File: src/rtl/valu_lane_sequencer.sv
// Issue/collect sequencer for the 8-bit vector ALU: feeds one lane per cycle
// to the VALU and gathers the combinational lane results into a packed vector.
module valu_lane_sequencer #(
  parameter int LANES  = 4,
  parameter int LANE_W = 8
) (
  input  logic                      clock,
  input  logic                      reset,
  input  logic                      start,
  input  logic [2:0]                op,
  input  logic [LANES*LANE_W-1:0]   vecA,
  input  logic [LANES*LANE_W-1:0]   vecB,
  output logic                      busy,
  output logic                      done,
  output logic                      err,
  output logic [LANES*LANE_W-1:0]   result,
  output logic [LANE_W-1:0]         valu_in1,
  output logic [LANE_W-1:0]         valu_in2,
  output logic [2:0]                valu_op,
  input  logic [LANE_W-1:0]         valu_out
);

  localparam int IDX_W = $clog2(LANES);
  localparam int VEC_W = LANES * LANE_W;

  localparam logic [1:0] S_IDLE  = 2'd0;
  localparam logic [1:0] S_ISSUE = 2'd1;
  localparam logic [1:0] S_DONE  = 2'd2;

  logic [1:0]       state_q, state_d;
  logic [IDX_W-1:0] idx_q, idx_d;
  logic [VEC_W-1:0] a_q, a_d;
  logic [VEC_W-1:0] b_q, b_d;
  logic [2:0]       op_q, op_d;
  logic [VEC_W-1:0] result_q, result_d;
  logic             err_q, err_d;
  logic             op_legal_s;

  assign op_legal_s = (op == 3'b000) || (op == 3'b001);

  // Next-state: accept in IDLE, capture one lane per edge in ISSUE, single DONE cycle.
  always_comb begin
    state_d  = state_q;
    idx_d    = idx_q;
    a_d      = a_q;
    b_d      = b_q;
    op_d     = op_q;
    result_d = result_q;
    err_d    = 1'b0;
    case (state_q)
      S_IDLE: begin
        if (start) begin
          if (op_legal_s) begin
            a_d     = vecA;
            b_d     = vecB;
            op_d    = op;
            idx_d   = {IDX_W{1'b0}};
            state_d = S_ISSUE;
          end else begin
            err_d = 1'b1;
          end
        end else begin
          state_d = S_IDLE;
        end
      end
      S_ISSUE: begin
        result_d[int'(idx_q)*LANE_W +: LANE_W] = valu_out;
        if (idx_q == IDX_W'(LANES - 1)) begin
          idx_d   = {IDX_W{1'b0}};
          state_d = S_DONE;
        end else begin
          idx_d = idx_q + IDX_W'(1);
        end
      end
      S_DONE: begin
        state_d = S_IDLE;
      end
      default: begin
        state_d = S_IDLE;
      end
    endcase
  end

  // State registers; reset aborts any operation and clears the partial result.
  always_ff @(posedge clock) begin
    if (reset) begin
      state_q  <= S_IDLE;
      idx_q    <= {IDX_W{1'b0}};
      a_q      <= {VEC_W{1'b0}};
      b_q      <= {VEC_W{1'b0}};
      op_q     <= 3'b000;
      result_q <= {VEC_W{1'b0}};
      err_q    <= 1'b0;
    end else begin
      state_q  <= state_d;
      idx_q    <= idx_d;
      a_q      <= a_d;
      b_q      <= b_d;
      op_q     <= op_d;
      result_q <= result_d;
      err_q    <= err_d;
    end
  end

  // Operand bus carries the current lane only while issuing, zero otherwise.
  always_comb begin
    if (state_q == S_ISSUE) begin
      valu_in1 = a_q[int'(idx_q)*LANE_W +: LANE_W];
      valu_in2 = b_q[int'(idx_q)*LANE_W +: LANE_W];
    end else begin
      valu_in1 = {LANE_W{1'b0}};
      valu_in2 = {LANE_W{1'b0}};
    end
  end

  assign busy    = (state_q == S_ISSUE);
  assign done    = (state_q == S_DONE);
  assign err     = err_q;
  assign result  = result_q;
  assign valu_op = op_q;

endmodule

File: config.mk
export PLATFORM = sky130hd
export DESIGN_NAME = valu_lane_sequencer
export DESIGN_NICKNAME = d
export VERILOG_FILES = /design/src/rtl/valu_lane_sequencer.sv
export SDC_FILE = /design/constraint.sdc
export NUM_CORES = 1
export LEC_CHECK = 0
export CORE_ASPECT_RATIO = 2
export CORE_UTILIZATION = 52
export CTS_BUF_LIST = sky130_fd_sc_hd__clkbuf_16
export DETAILED_ROUTE_END_ITERATION = 16
export PLACE_DENSITY = 0.95
export RECOVER_POWER = 25
export SETUP_SLACK_MARGIN = 0.05
export SYNTH_ARGS = -nofsm -noshare
export SYNTH_HDL_FRONTEND = slang
export SYNTH_SLANG_ARGS = --single-unit
File: constraint.sdc
create_clock -name clock -period 7 [get_ports clock]
set_input_delay 1.4 -clock clock [delete_from_list [all_inputs] [get_ports clock]]
set_output_delay 1.4 -clock clock [all_outputs]
set_load 0.05 [all_outputs]
==> impl_metrics.tcl <==
set metrics [dict create \
    slowest_delay_ps 880 \
    synth_top_area_share 0.428 \
    clock_power_share 0.433 \
    clock_latency_ps 350 \
    synth_top_area_cell "dfxtp_1" \
    coreArea_um2 9010 \
    multi_input_area_um2 2600 \
    rows 49 \
    cts_buffers 9 \
    dp_hpwl_um 8420 \
    grt_setup_unrepaired "no" \
    relSlewSlack 0.157 \
    ys.warnings.count 0 \
    hold_depth 2 \
    holdPathEnd "result[24]" \
    fp.dieW_um 70.4 \
    place.gp.congestion 0.846 \
    cp_top_family "flip-flops" \
    critPathBufInv 1 \
    synth-seq-cells 104 \
    grt_pass1_wl_um 19500 \
    setup_viol 0 \
    r2r-end "result[13]" \
    worst_slew_pin_slew_ps 1250 \
    htree_levels 3 \
    drc 0 \
    grt_usage 0.255 \
    ys_seq_area_frac 0.428 \
    register_area_um2 2080 \
    via_per_inst 5.55 \
    finalHoldViolCount 0 \
    ys_async_sr_fraction 0 \
    required_ps 5600 \
    rrSetupSlack_ps 3710 \
    syn-num-nets 552 \
    ioPinCount 132 \
    mostFrequentLayoutCell "nand2b_1" \
    ctsResizeCount 0 \
    drive_gt1_frac 0.0670 \
    cap_violations 0 \
    finalMaxSlewViolations 0 \
    synth_enable_flop_cells 0 \
    holdBufCountCts 0 \
    fin_nets 661 \
    portBuffers 131 \
    syn_area_um2 4860 \
    comb_power_share 0.107 \
    ant_nets 0 \
    tritoncts "done" \
    dieArea_um2 9760 \
    holdCritStartpoint "result[24]" \
    antenna_found_initial 0 \
    initial_core_util 0.539 \
    dp.cells 668 \
    wl_per_cell_um 17.7 \
    dieHeight_um 139 \
    critical_path_class "reg -> out" \
    drt_iter0_drc 262 \
    synthFlopType "dfxtp_1" \
    internal-power_mw 1.04 \
    hold_class "reg -> reg" \
    cts.path.max_buffers 2 \
    diodes 0 \
    finalCritPeriodShare 0.589 \
    swShare 0.227 \
    vdd_drop_max_v 0.000213 \
    syn_to_final_growth_pct 33.5 \
    worstSetupEndpointType "output pin" \
    crit_path_start_kind "flop" \
    fin_crit_ps 4120 \
    n_fill_cell 638 \
    clk_pin_slew_worst_paths_ps 70 \
    powerDensity_nw_per_um2 208 \
    tns_ps 0 \
    cts.sinks 104 \
    p_seq_frac 0.459 \
    post_cts_buffers 0 \
    r2r_cells 5 \
    grt_start_max_net_pins 159 \
    design_area_um2 6490 \
    grt_pass1_vias 4016 \
    synthTopCellsByArea "dfxtp_1 (43%), nand2b_1 (17%), mux2i_1 (13%)" \
    fmax_mhz 243 \
    status "finished clean" \
    cp_slowest_cell "dfxtp_2" \
    yosysUniqueCellTypes 36 \
    place_area_um2 6150 \
    cp_max_fo 26 \
    grt_overflow 0 \
    stdcell_count 684 \
    skew_ps 8.88 \
    p_switching_mw 0.307 \
    reg2reg_from "idx_q[1]" \
    synth.avg_cell_area_um2 10.4 \
    final_cell_mix "nand2b_1 (131), dfxtp_1 (103), clkdlybuf4s50_1 (103)" \
    dr.pass1.iters 4 \
    crit_arrival_ps 2720 \
    synth_cells 468 \
    routed_wl_um 12100 \
    vias 3794 \
    cp_cell_sequence "mux4_2 > and2_1 > clkdlybuf4s50_1" \
    p_leak_nw 2.35 \
    cts_root_buf "clkbuf_16" \
]
worst max path at each step:
| stage | from | to | slack, ps | depth (start not counted) |
|---|---|---|---|---|
| 3_3_place_gp | idx_q[0] | valu_in2[4] | 3260 | 3 |
| 2_1_floorplan | state_q[0] | valu_in1[0] | 3500 | 6 |
| 5_1_grt | idx_q[0] | valu_in1[3] | 2770 | 3 |
| 3_5_place_dp | idx_q[0] | valu_in2[4] | 3220 | 3 |
| 6_report | idx_q[0] | valu_in2[4] | 2880 | 3 |
| 4_1_cts | idx_q[0] | valu_in2[4] | 2840 | 3 |
synth_stat cells (2+ instances only):
cell,number
a21oi_1,18
a22o_1,16
and2_1,16
and3b_1,2
buf_2,2
buf_4,4
buf_6,3
clkbuf_1,24
dfxtp_1,104
ha_1,6
inv_1,4
mux2i_1,65
mux4_2,16
nand2_1,16
nand2b_1,131
nand3_1,14
nand3b_1,4
nor2_1,3
nor3b_1,3
per-layer routing:
metal	GRT usage	wire length (um)
met1	0.262	4360
met3	0.0516	571
met5	0	0
met4	0.145	486
met2	0.465	6710
registers in the layout, indices dropped and copies added (netlist names):
name	cells
err	1
a_q	32
b_q	32
valu_op	3
state_q	2
result	32
idx_q	2
cell families (layout without fill, tap and decap cells):
logic type / count (synthesis) / in the layout / share of synthesized area
muxes: 81 / 81 / 0.208
adders and majority gates: 6 / 6 / 0.0154
and+or+nand+nor: 200 / 200 / 0.255
AOI/OAI and AO/OA: 39 / 39 / 0.0558
DFF: 104 / 104 / 0.428
buffers and inverters: 38 / 152 / 0.0376
layout make-up:
cell class / count / share of cell area
Multi-Input combinational cell: 326 / 0.400
Sequential cell: 104 / 0.321
Timing Repair Buffer: 132 / 0.203
Clock buffer: 9 / 0.0347
Clock inverter: 7 / 0.0197
Tap cell: 102 / 0.0197
Inverter: 4 / 0.00231
power groups by stage:
stage | sequential [mW] | combinational (mW) | clock [mW]
floorplan | 0.634 | 0.0779 | 0
global placement | 0.634 | 0.142 | 0
detailed placement | 0.635 | 0.146 | 0
CTS | 0.621 | 0.146 | 0.592
global route | 0.623 | 0.155 | 0.620
finish | 0.621 | 0.145 | 0.585
worst min-delay path, stage by stage (launching register included):
cell	delay (ps)
dfxtp_1	310
nand2_1	50
a21oi_1	50
metrics by stage:
stage               setup WS, ps  hold WS, ps  total power, mW   util
finish                      2880          455             1.35  0.720
global route                2770          481             1.40  0.720
CTS                         2840          456             1.36  0.721
detailed placement          3220          447            0.781  0.682
global placement            3260          442            0.776  0.682
floorplan                   3500          445            0.712      -
(Power assumes the default switching activity.)
